==> src/rtl/trans_seq_ctrl.sv <==
// ============================================================================
// Module   : trans_seq_ctrl
// Purpose  : Round-robin shared engine emitting trans, start_trans, a, b, c, end_trans.
// Options  : TRANS_SEQ_CTRL_ASSERT_EN enables protocol assertions.
// Revision : 1.0  initial release
// ============================================================================
`default_nettype none

module trans_seq_ctrl #(
  parameter  int NUM_REQ = 2,
  parameter  int GAP     = 1,
  parameter  int CNT_W   = 16,
  localparam int OWN_W   = (NUM_REQ > 1) ? $clog2(NUM_REQ) : 1
) (
  input  logic               sysclk,
  input  logic               rst,
  input  logic [NUM_REQ-1:0] req,
  output logic [NUM_REQ-1:0] gnt,
  output logic [OWN_W-1:0]   owner,
  output logic               trans,
  output logic               start_trans,
  output logic               a,
  output logic               b,
  output logic               c,
  output logic               end_trans,
  output logic               busy,
  output logic [CNT_W-1:0]   txn_count
);

  localparam int               GAP_W    = (GAP > 1) ? $clog2(GAP) : 1;
  localparam logic [GAP_W-1:0] GAP_LOAD = (GAP > 0) ? GAP_W'(GAP - 1) : '0;

  typedef enum logic [2:0] {
    S_IDLE  = 3'd0,
    S_TRANS = 3'd1,
    S_START = 3'd2,
    S_A     = 3'd3,
    S_B     = 3'd4,
    S_C     = 3'd5,
    S_END   = 3'd6,
    S_GAP   = 3'd7
  } state_t;

  state_t           state_q, state_d;
  logic [OWN_W-1:0] owner_q, owner_d;
  logic [OWN_W-1:0] last_q,  last_d;
  logic [CNT_W-1:0] cnt_q,   cnt_d;
  logic [GAP_W-1:0] gap_q,   gap_d;

  logic             win_valid;
  logic [OWN_W-1:0] win_idx;
  int               idx;

  // Scan starts just after the last winner, so that winner ends up lowest priority.
  always_comb begin
    win_valid = 1'b0;
    win_idx   = last_q;
    idx       = 0;
    for (int i = 1; i <= NUM_REQ; i++) begin
      idx = int'(last_q) + i;
      if (idx >= NUM_REQ) idx = idx - NUM_REQ;
      if (!win_valid && req[OWN_W'(idx)]) begin
        win_valid = 1'b1;
        win_idx   = OWN_W'(idx);
      end
    end
  end

  always_comb begin
    state_d = state_q;
    owner_d = owner_q;
    last_d  = last_q;
    cnt_d   = cnt_q;
    gap_d   = gap_q;
    case (state_q)
      S_IDLE: begin
        if (win_valid) begin
          state_d = S_TRANS;
          owner_d = win_idx;
          last_d  = win_idx;
        end
      end
      S_TRANS: state_d = S_START;
      S_START: state_d = S_A;
      S_A:     state_d = S_B;
      S_B:     state_d = S_C;
      S_C:     state_d = S_END;
      S_END: begin
        cnt_d = cnt_q + CNT_W'(1);
        if (GAP > 0) begin
          state_d = S_GAP;
          gap_d   = GAP_LOAD;
        end else begin
          state_d = S_IDLE;
        end
      end
      S_GAP: begin
        if (gap_q == '0) state_d = S_IDLE;
        else             gap_d   = gap_q - GAP_W'(1);
      end
      default: state_d = S_IDLE;
    endcase
  end

  always_ff @(posedge sysclk) begin
    if (rst) begin
      state_q <= S_IDLE;
      owner_q <= '0;
      last_q  <= OWN_W'(NUM_REQ - 1);
      cnt_q   <= '0;
      gap_q   <= '0;
    end else begin
      state_q <= state_d;
      owner_q <= owner_d;
      last_q  <= last_d;
      cnt_q   <= cnt_d;
      gap_q   <= gap_d;
    end
  end

  // Strobes decode only the state register, so req has no combinational path out.
  logic [5:0] strb;
  logic       in_txn;

  assign strb = {state_q == S_TRANS, state_q == S_START, state_q == S_A,
                 state_q == S_B,     state_q == S_C,     state_q == S_END};
  assign in_txn = |strb;

  assign {trans, start_trans, a, b, c, end_trans} = strb;
  assign gnt       = in_txn ? (NUM_REQ'(1) << owner_q) : '0;
  assign owner     = owner_q;
  assign busy      = (state_q != S_IDLE);
  assign txn_count = cnt_q;

`ifdef TRANS_SEQ_CTRL_ASSERT_EN
  a_seq: assert property (@(posedge sysclk) disable iff (rst)
    trans |-> ##1 start_trans ##1 a ##1 b ##1 c ##1 end_trans)
    else $error("trans_seq_ctrl: phase sequence broken");

  a_strb_onehot: assert property (@(posedge sysclk) disable iff (rst) $onehot0(strb))
    else $error("trans_seq_ctrl: more than one strobe high");

  a_gnt_onehot: assert property (@(posedge sysclk) disable iff (rst) $onehot0(gnt))
    else $error("trans_seq_ctrl: grant not one-hot");

  a_gnt_stable: assert property (@(posedge sysclk) disable iff (rst)
    (start_trans | a | b | c | end_trans) |-> $stable(gnt))
    else $error("trans_seq_ctrl: grant changed mid-transaction");

  a_gnt_rise: assert property (@(posedge sysclk) disable iff (rst) $rose(|gnt) |-> trans)
    else $error("trans_seq_ctrl: grant rose outside trans");
`else
  // Assertions compiled out; datapath unchanged.
`endif

endmodule

`default_nettype wire

==> config.mk <==
export PLATFORM = sky130hd
export DESIGN_NAME = trans_seq_ctrl
export DESIGN_NICKNAME = d
export VERILOG_FILES = /design/src/rtl/trans_seq_ctrl.sv
export SDC_FILE = /design/constraint.sdc
export NUM_CORES = 1
export LEC_CHECK = 0
export ABC_AREA = 1
export BUFFER_PORTS_ARGS = -buffer_cell sky130_fd_sc_hd__buf_2
export CORE_MARGIN = 5
export CORE_UTILIZATION = 50
export CTS_BUF_LIST = sky130_fd_sc_hd__clkbuf_8
export DETAILED_ROUTE_END_ITERATION = 7
export PLACE_DENSITY = 0.78
export SYNTH_ARGS = -nofsm -noshare
export SYNTH_HDL_FRONTEND = slang
export SYNTH_SLANG_ARGS = --single-unit
==> constraint.sdc <==
create_clock -name sysclk -period 2.7 [get_ports sysclk]
set_clock_uncertainty 0.2 [all_clocks]
set_input_delay 0 -clock sysclk [delete_from_list [all_inputs] [get_ports sysclk]]
set_output_delay 0 -clock sysclk [all_outputs]
set_load 0.02 [all_outputs]
==> impl_metrics.json <==
{
  "run_status": "complete, no violations",
  "drt_pre_antenna_iters": 4,
  "regToRegStartpoint": "txn_count[1]",
  "synthCells": 149,
  "drv_slew": 0,
  "cp-start-kind": "register",
  "finalInstanceArea_um2": 1260,
  "numClockSinks": 21,
  "num_io_pins": 30,
  "worst_hold_startpoint": "last_q",
  "place_area_um2": 1200,
  "p_per_area_nw_per_um2": 470,
  "cts.path.max_buffers": 2,
  "hold_path.class": "register to register",
  "gp_congestion": 0.744,
  "floorplan.core_area_um2": 1960,
  "clk_pin_slew_worst_paths_ps": 80,
  "final_period_utilization_pct": 58.7,
  "crit_arrival_ps": 1390,
  "fin_ws_ps": 1110,
  "largest_net_degree_at_the_start_of_global_routing": 16,
  "vias_per_cell": 4.87,
  "hold_depth": 2,
  "layout_min_cycle_time_ps": 1590,
  "routed_wl_um": 2190,
  "power.static_leakage_nw": 0.598,
  "std_cell_rows": 16,
  "wire_length_of_the_first_global_routing_pass_um": 3830,
  "place_hpwl_um": 1670,
  "route.detailed.wl_per_inst_um": 10.5,
  "clock_tree.root_cell": "clkbuf_8",
  "endpoint_kind": "output pin",
  "insertion_delay_ps": 250,
  "area_growth_pct": 22.7,
  "worstSetupStartpoint": "state_q[1]",
  "post-place-ws_ps": 1170,
  "total_setup_violations_reported_at_the_end_of_the_flow": 0,
  "ys_seq_area_share_pct": 40.8,
  "cts_repair_resize_count": 0,
  "yosys_warnings": 0,
  "remaining_drcs": 0,
  "whs_ps": 260,
  "drive_gt1_share_pct": 21.4,
  "antenna_violations_before_repair": 0,
  "finalHoldViolCount": 0,
  "dieArea_um2": 3070,
  "worst-slew-pin-transition_ps": 391,
  "main_combinational_cell_family_by_area_after_synthesis": "simple AND/OR/NAND/NOR gates",
  "synth_seq_cells": 21,
  "dieWidth_um": 55.4,
  "synthSimpleGateAreaFrac_pct": 36.8,
  "antenna_left": 0,
  "max-slew-margin-rel_pct": 73.9,
  "port_buffers": 28,
  "total_power_w": 0.000594,
  "worstHoldEndpoint": "last_q",
  "vdd.ir_drop.worst_mv": 0.254,
  "grt_util_all_layers_pct": 14.8,
  "globalRouteOverflowTotal": 0,
  "first_iter_violations": 20,
  "initial_utilization_pct": 52.5,
  "reg2reg_to": "txn_count[12]",
  "number_of_max_cap_violations": 0,
  "numCtsBuffers": 3,
  "critical_path.max_fanout": 7,
  "synth.cell_area_um2": 1030,
  "num_vias": 1018,
  "synth_fp_nets": 154,
  "setup.worst_path.class": "register to output pin",
  "cts_max_level": 1,
  "reg2reg_setup_slack_ps": 1150,
  "y_dimension_of_the_die_um": 55.4,
  "rr_worst_depth": 6,
  "rsz0062_at_grt": "no",
  "worst-endpoint-required_ps": 2500,
  "synth_compound_gate_area_share_pct": 12.2,
  "n_fill_cell": 184,
  "achievable-frequency_mhz": 631,
  "fin_tns_setup_ps": 0,
  "syn_avg_cell_area_um2": 6.91,
  "synth.area.mux_share_pct": 0,
  "synthAdderAreaFrac_pct": 1.22,
  "synth_unique_cells": 19,
  "final_nets": 188,
  "insertedDiodeCount": 0,
  "grt_pass1_vias": 907,
  "synthXorXnorAreaFrac_pct": 0.851,
  "cts_tree": "done"
}
metal layers:
layer	global-route usage, %	vias to the layer above	wire [um]	part of all wire [%]
met3	3.03	4	115	5.3
met5	0	-	0	0
li1	-	538	-	-
met2	25.0	27	1050	48
met1	18.6	449	995	46
met4	5.21	0	21	0.96
cell usage in the layout (no fill, tap or decap):
| master | n |
|---|---|
| inv_2 | 1 |
| nand3_4 | 2 |
| dfxtp_1 | 21 |
| nor2_8 | 1 |
| nor2_4 | 1 |
| ha_1 | 1 |
| inv_1 | 21 |
| nor2_2 | 3 |
| o211ai_1 | 1 |
| or2_1 | 1 |
| nand2_1 | 31 |
| dlygate4sd3_1 | 2 |
| xor2_1 | 1 |
| nor3_1 | 4 |
| nor2_1 | 27 |
| clkbuf_8 | 3 |
| a21oi_1 | 11 |
| o21ai_0 | 11 |
| buf_2 | 28 |
| o21bai_1 | 1 |
| nand3_1 | 10 |
worst max-delay path by stage:
stage                     to  cells past startpoint
2_1_floorplan  txn_count[12]                      6
3_3_place_gp   txn_count[12]                      6
3_5_place_dp   txn_count[12]                      6
4_1_cts               gnt[1]                      4
5_1_grt               gnt[0]                      4
6_report              gnt[0]                      4
final cells by class:
class	count	area, um^2	share of cell area (%)
Clock buffer	3	41.3	3.27
Clock inverter	1	3.75	0.297
Inverter	21	78.8	6.24
Multi-Input combinational cell	106	526	41.6
Sequential cell	21	420	33.3
Tap cell	27	33.8	2.67
Timing Repair Buffer	30	160	12.7
Yosys cell counts (all sizes together):
cell type  instances  area (um^2)
a21oi             11         55.1
buf                1         5.00
dfxtp             21          420
ha                 1         12.5
inv               21         78.8
nand2             31          116
nand3             12         85.1
nor2              32          151
nor3               4         20.0
o211ai             1         7.51
o21ai             11         55.1
o21bai             1         7.51
or2                1         6.26
xor2               1         8.76
registers in the layout, summed over array words and instances (netlist names):
name       count
owner          1
last_q         1
txn_count     16
state_q        3
kinds of logic (layout without fill, tap and decap cells):
family / count (synthesis) / in the layout
xor+xnor: 1 / 1
flops: 21 / 21
fa+ha+maj: 1 / 1
compound gates: 24 / 24
buf+inv: 22 / 55
simple gates: 80 / 80
worst max-delay path: stages (launching register included):
cell and delay [ps]:
dfxtp_1 480, nand2_1 180, o21ai_0 260, nor2_1 60
buf_2 160
power by group:
group | leakage, nW | internal (W) | switching [W]
sequential | 0.170 | 0.000317 | 0.00000844
clock | 0.0269 | 0.000101 | 0.0000975
combinational | 0.402 | 0.0000228 | 0.0000478
total | 0.598 | 0.000441 | 0.000154
metrics by stage:
step                utilization [%]  cells
floorplan                         -    149
detailed placement             61.1    203
global route                   64.4    209
CTS                            64.4    209
finish                         64.4    209
global placement               61.1    203
repair_timing:
action | CTS | global route
setup endpoints to repair | 0 | 0
hold buffers | 2 | 0
endpoints found under the hold margin | 7 | 0
buffers inserted | 0 | 0
(Power assumes the default switching activity.)
